**config.mk**
```make
export PLATFORM = sky130hd
export DESIGN_NAME = inst_rom_arbiter
export DESIGN_NICKNAME = d
export VERILOG_FILES = /design/src/rtl/inst_rom_arbiter.sv
export SDC_FILE = /design/constraint.sdc
export NUM_CORES = 1
export LEC_CHECK = 0
export ABC_AREA = 1
export CORE_MARGIN = 4
export CORE_UTILIZATION = 35
export CTS_CLUSTER_SIZE = 12
export DETAILED_ROUTE_END_ITERATION = 7
export PLACE_DENSITY = 0.75
export SYNTH_ARGS = -nofsm -noshare
export SYNTH_HDL_FRONTEND = slang
export SYNTH_SLANG_ARGS = --single-unit
export TNS_END_PERCENT = 100
```
**constraint.sdc**
```tcl
create_clock -name clk -period 5.95 [get_ports clk]
set_clock_uncertainty 0.2 [all_clocks]
set_input_delay 0.595 -clock clk [delete_from_list [all_inputs] [get_ports clk]]
set_output_delay 0.595 -clock clk [all_outputs]
set_load 0.01 [all_outputs]
```
**src/rtl/inst_rom_arbiter.sv**
```systemverilog
// Shares the single-ported instruction ROM between instruction fetch and a data-side read port.
// Define ROM_ARB_RR_EN for round-robin arbitration; default is fetch priority with bounded data starvation.
module inst_rom_arbiter #(
    parameter int STARVE_MAX = 4
) (
    input  logic        clk,
    input  logic        rst,
    input  logic        if_req,
    input  logic [31:0] if_addr,
    input  logic        flush,
    output logic        if_gnt,
    output logic        if_rvalid,
    output logic [31:0] if_rdata,
    input  logic        d_req,
    input  logic [31:0] d_addr,
    output logic        d_gnt,
    output logic        d_rvalid,
    output logic [31:0] d_rdata,
    output logic        rom_ce,
    output logic [31:0] rom_addr,
    input  logic [31:0] rom_inst
);

    localparam logic CHIP_ENABLE  = 1'b1;
    localparam logic CHIP_DISABLE = 1'b0;
    localparam int   CW           = $clog2(STARVE_MAX + 1);
    localparam logic [CW-1:0] STARVE_LIM = CW'(STARVE_MAX);

    typedef enum logic {PRI_IF, PRI_D} prio_t;

    prio_t         prio;
    prio_t         prio_next;
    logic [CW-1:0] wait_cnt;
    logic [CW-1:0] wait_cnt_next;
    logic          if_eff;
    logic          d_first;

    always_ff @(posedge clk or posedge rst) begin
        if (rst) begin
            prio     <= PRI_IF;
            wait_cnt <= '0;
        end else begin
            prio     <= prio_next;
            wait_cnt <= wait_cnt_next;
        end
    end

    always_comb begin
        if_eff        = if_req & ~flush;
        if_gnt        = 1'b0;
        d_gnt         = 1'b0;
        d_first       = 1'b0;
        prio_next     = prio;
        wait_cnt_next = wait_cnt;
        rom_ce        = CHIP_DISABLE;
        rom_addr      = '0;

        // Grants are suppressed while reset is held so nothing is captured on the reset edge.
        if (!rst) begin
`ifdef ROM_ARB_RR_EN
            d_first = (prio == PRI_D);
`else
            // prio never leaves PRI_IF here, so only starvation hands data the win.
            d_first = (prio == PRI_D) || (wait_cnt == STARVE_LIM);
`endif
            if (if_eff && d_req) begin
                d_gnt  = d_first;
                if_gnt = ~d_first;
            end else begin
                if_gnt = if_eff;
                d_gnt  = d_req;
            end

`ifdef ROM_ARB_RR_EN
            if (if_gnt) begin
                prio_next = PRI_D;
            end else if (d_gnt) begin
                prio_next = PRI_IF;
            end
            wait_cnt_next = '0;
`else
            prio_next = PRI_IF;
            if (d_gnt || !d_req) begin
                wait_cnt_next = '0;
            end else if (wait_cnt != STARVE_LIM) begin
                wait_cnt_next = wait_cnt + CW'(1);
            end
`endif
        end

        if (if_gnt) begin
            rom_ce   = CHIP_ENABLE;
            rom_addr = if_addr;
        end else if (d_gnt) begin
            rom_ce   = CHIP_ENABLE;
            rom_addr = d_addr;
        end
    end

    // Response stage: ROM word returned to whichever port was granted on the previous cycle.
    always_ff @(posedge clk or posedge rst) begin
        if (rst) begin
            if_rvalid <= 1'b0;
            d_rvalid  <= 1'b0;
            if_rdata  <= '0;
            d_rdata   <= '0;
        end else begin
            if_rvalid <= if_gnt;
            d_rvalid  <= d_gnt;
            if (if_gnt) begin
                if_rdata <= rom_inst;
            end
            if (d_gnt) begin
                d_rdata <= rom_inst;
            end
        end
    end

endmodule

```
# Yosys cells after proc, flatten, opt, wreduce, memory -nomap -nowiden
# Cells that the tools add are included.
# classes
eq_ne	2
n_addsub	1
bitwise	4
n_mux	11
reduce_logical	5
# ops
op	count
32-bit two-way mux	2
1-bit two-way mux	7
3-bit two-way mux	2
3-bit by 1-bit adder with 3-bit output (second input constant)	1
3-bit == test (second input constant)	1
3-bit inequality test (second input constant)	1
1-bit inverter	3
2-bit AND reduction	1
2-bit nonzero test	1
1-bit AND	1
1-bit logical AND	1
1-bit zero test	1
1-bit logical OR	1
# totals
inputBits	101
output_inout_bits	101
regBits	69
wordCells	28

# Depth between registers and ports, before layout
# depth
ltp_word	8
depth_mapped	8
depth_no_buf	7

# Worst setup path before layout
# Ideal clock, no wire load.
# synth_path
path_type	input port to flip-flop
startpoint	in rst
endpoint	reg wait_cnt[2]
path_buffers	0
required_time_ns	5.546
slack_ns	3.129
arrival_ns	2.417
setup_ns	0.204
path_stages	4
path_cell_list	inv_1 nand3_1 nand2_1 a21oi_1
# synth_via
elab_chain_len	2
# synth_rtl
element	line_no	rtl
start, declared	7	input logic rst,
1-bit inverter (no line)	--	
2-bit AND reduction (no line)	--	
end signal, assigned	44	wait_cnt <= wait_cnt_next;
end, declared	33	logic [CW-1:0] wait_cnt;
# Every way passes these cells.
# A chain may end at the register's enable or synchronous reset.

# Worst setup path after layout
# layout_path
startpoint	in if_req
endpoint	out d_gnt
# layout_via
elab_chain_len	5
# layout_rtl
element	line_no	rtl
start, declared	8	input logic if_req,
1-bit AND	49	if_eff = if_req & ~flush;
1-bit logical AND	66	if (if_eff && d_req) begin
1-bit two-way mux	66	
1-bit two-way mux (2 in series)	59	if (!rst) begin
end, declared	16	output logic d_gnt,
# Every way passes these cells. The select of a mux whose other input is x is not followed.

==> metrics.md <==
| Metric | Value |
|---|---|
| CTS tree | yes |
| Setup TNS Final | 0 ps |
| Final Max Slew Viols | 0 |
| Largest net degree at the start of global routing | 65 |
| PortBufs | 201 |
| Synth top area share | 49.9% |
| Sink Count | 69 |
| Cells after Synth | 422 |
| CP arrival | roughly 3200 ps |
| Synthesized net count | 525 |
| Initial Util | between 30% and 40% |
| Total internal power | 0.00102 W |
| Die extent in y | 107 um |
| Routing usage on met2 | between 30% and 40% |
| Post-synthesis sequential area ratio | 49.9% |
| Worst VDD drop | 0.124 mV |
| Root Buffer | clkbuf_8 |
| Row cnt | 36 |
| Via density | 4.95 |
| Hold Fails Final Rpt | 0 |
| RePlAce Congestion | 0.815 |
| Maxcap violations | 0 |
| Power Density | 253 nW/um2 |
| Met3 Resource Use GR | under 10% |
| Setup repair bufs after CTS | 0 |
| Drt pass-1 iters | 5 |
| GR Util met1 | 22.7% |
| Clock transition at the registers of the reported paths | 80 ps |
| Unrepaired setup endpoints after global routing | false |
| Setup-violating endpoint count in the final report | 0 |
| Syn-to-layout area delta | 62.6% |
| # nets final | 708 |
| Routed len/inst | 15.1 um |
| Synth area leaders | dfrtp_1, nand2_1, nand3_1 |
| Worst-Margin Slew | 808 ps |
| Worst setup path class | input port to primary output |
| I/O Pins | 202 |
| Max transition margin | 46.1% |
| Crit end category | primary output |
| Remaining DRCs | 0 |
| Static Leak | 2.66 nW |
| Yosys warns | 0 |
| Busiest grt layer | met2 |
| Total number of vias | 3,680 |
| WHS | around 280 ps |
| Initial antenna violation count | 0 |
| Post-DP HPWL | about 8100 um |
| Die Footprint | between 10,000 and 15,000 um2 |
| Tcrit/Tclk final | between 60% and 70% |
| Syn Area/Cell | 8.21 um2 |
| Min Tclk post-route | 4020 ps |
| Cell taking the most area after synthesis | dfrtp_1 |
| Clock tree buffer depth | 2 |
| Synthesized area | roughly 3500 um2 |
| Yosys reg bits | 69 |
| Placed inst area | around 5400 um2 |
| Core ar. | 9680 um2 |
| ANT cells | 0 |
| Vias in the first global route | 3,599 |
| 1st-iter DRT viols | 200 |
| Post_cts resized | 0 |
| CTS buffer count | 9 |
| Part of the power in registers | 40.9% |
| Max frequency | 249 MHz |
| Sw frac | 28.5% |
| Status | finished, final reports clean |
| CP Max Fanout | 37 |
| Post-CTS Hold Buffers | 0 |
| First-pass GRT wire length | 17,800 um |
| Horiz. Die Dim | 107 um |
| Count of antenna-violating nets left after detailed routing | 0 |
| GR Util All Layers | 19.3% |
| Crit start category | input port |
| P_sw | just over 0.0004 W |
| Hold/Removal Path Class | flip-flop to flip-flop |
| Clock power share | roughly 30% |
| Worst endpoint required time | 5160 ps |
| Layout cells sized above 1 | between 6 and 7% |
| H-tree level count | 3 |
| Grt total ovfl | 0 |
| Synth unique cells | 17 |
| Worst-skew pair later-pin latency | about 330 ps |
| WL final | 11,200 um |
| Design area | 5630 um2 |
| Gate power share | 29.2% |
synth_stat cells:
| cell type | instances |
|---|---|
| inv_1 | 7 |
| nand2_2 | 2 |
| inv_2 | 1 |
| buf_4 | 8 |
| o21ai_0 | 2 |
| nand2_1 | 170 |
| nor2_4 | 1 |
| buf_2 | 12 |
| nand4_1 | 1 |
| a21oi_1 | 1 |
| buf_8 | 1 |
| ha_1 | 2 |
| nand3_1 | 120 |
| buf_6 | 13 |
| dfrtp_1 | 69 |
| nand3_2 | 11 |
| nor2_2 | 1 |
power by group through the flow:
stage / clock network (W) / logic (W) / registers (W)
2_1_floorplan: 0 / 0.000119 / 0.000621
3_5_place_dp: 0 / 0.000421 / 0.000591
4_1_cts: 0.000431 / 0.000423 / 0.000583
3_3_place_gp: 0 / 0.000414 / 0.000589
6_report: 0.000424 / 0.000416 / 0.000582
5_1_grt: 0.000452 / 0.000451 / 0.000592
logic make-up after synthesis:
group                      share of synthesized area (%)
and+or+nand+nor                                     40.0
DFF                                                 49.9
buffers and inverters                               9.00
AOI/OAI and AO/OA                                  0.433
adders and majority gates                          0.722
through the flow:
stage / total power [W] / setup WS [ps] / cells / utilization, %
2_1_floorplan: 0.000740 / 3130 / 422 / -
3_3_place_gp: 0.00100 / 1950 / 727 / 55.8
3_5_place_dp: 0.00101 / 1870 / 727 / 55.8
4_1_cts: 0.00144 / 1860 / 743 / 58.1
5_1_grt: 0.00150 / 1620 / 743 / 58.1
6_report: 0.00142 / 1930 / 743 / 58.1
critical path: stages:
cell and delay (ps):
clkdlybuf4s50_1 520, nand3_2 640, nand2_2 830, inv_1 130, clkdlybuf4s50_1 510
sequential cells by signal, indices dropped and copies added, names as in the netlist:
register	cells
if_rdata	32
d_rvalid	1
wait_cnt	3
d_rdata	32
if_rvalid	1
per-layer routing:
layer,share of wire (%),vias to the layer above
met5,0,-
met4,2.3,0
met1,40,1742
li1,-,1744
met3,7.9,22
met2,50,172
cells in the final DEF (no fill, tap or decap), types with 2 or more instances in the layout:
cell type,instances
dfrtp_1,69
clkinv_4,2
buf_4,5
nand2_2,2
nand2_1,170
inv_2,2
clkdlybuf4s50_1,201
inv_1,6
bufinv_16,2
clkbuf_8,9
o21ai_0,2
ha_1,2
nor2_4,2
nand3_2,12
nand3_1,119
area by class of cell:
class / count / area [um2]
inverter: 8 / 30.0
multi-input combinational: 311 / 1440
sequential: 69 / 1730
clock inverter: 7 / 98.8
clock buffer: 9 / 124
tap: 133 / 166
timing repair buffer: 206 / 2050
fill: 883 / 4050
final timing paths:
path                             start     endpoint  slack, ps  cells after the start
setup reg to reg           wait_cnt[0]  d_rdata[27]       3230                      7
min in group asynchronous          rst  wait_cnt[2]        730                      2
hold / removal              d_rdata[7]   d_rdata[7]        280                      2
hold reg to reg             d_rdata[7]   d_rdata[7]        280                      2
max in group asynchronous          rst  if_rdata[7]       3850                      3
setup / recovery                if_req        d_gnt       1930                      5
No activity file was read; power rests on OpenSTA's default activity.
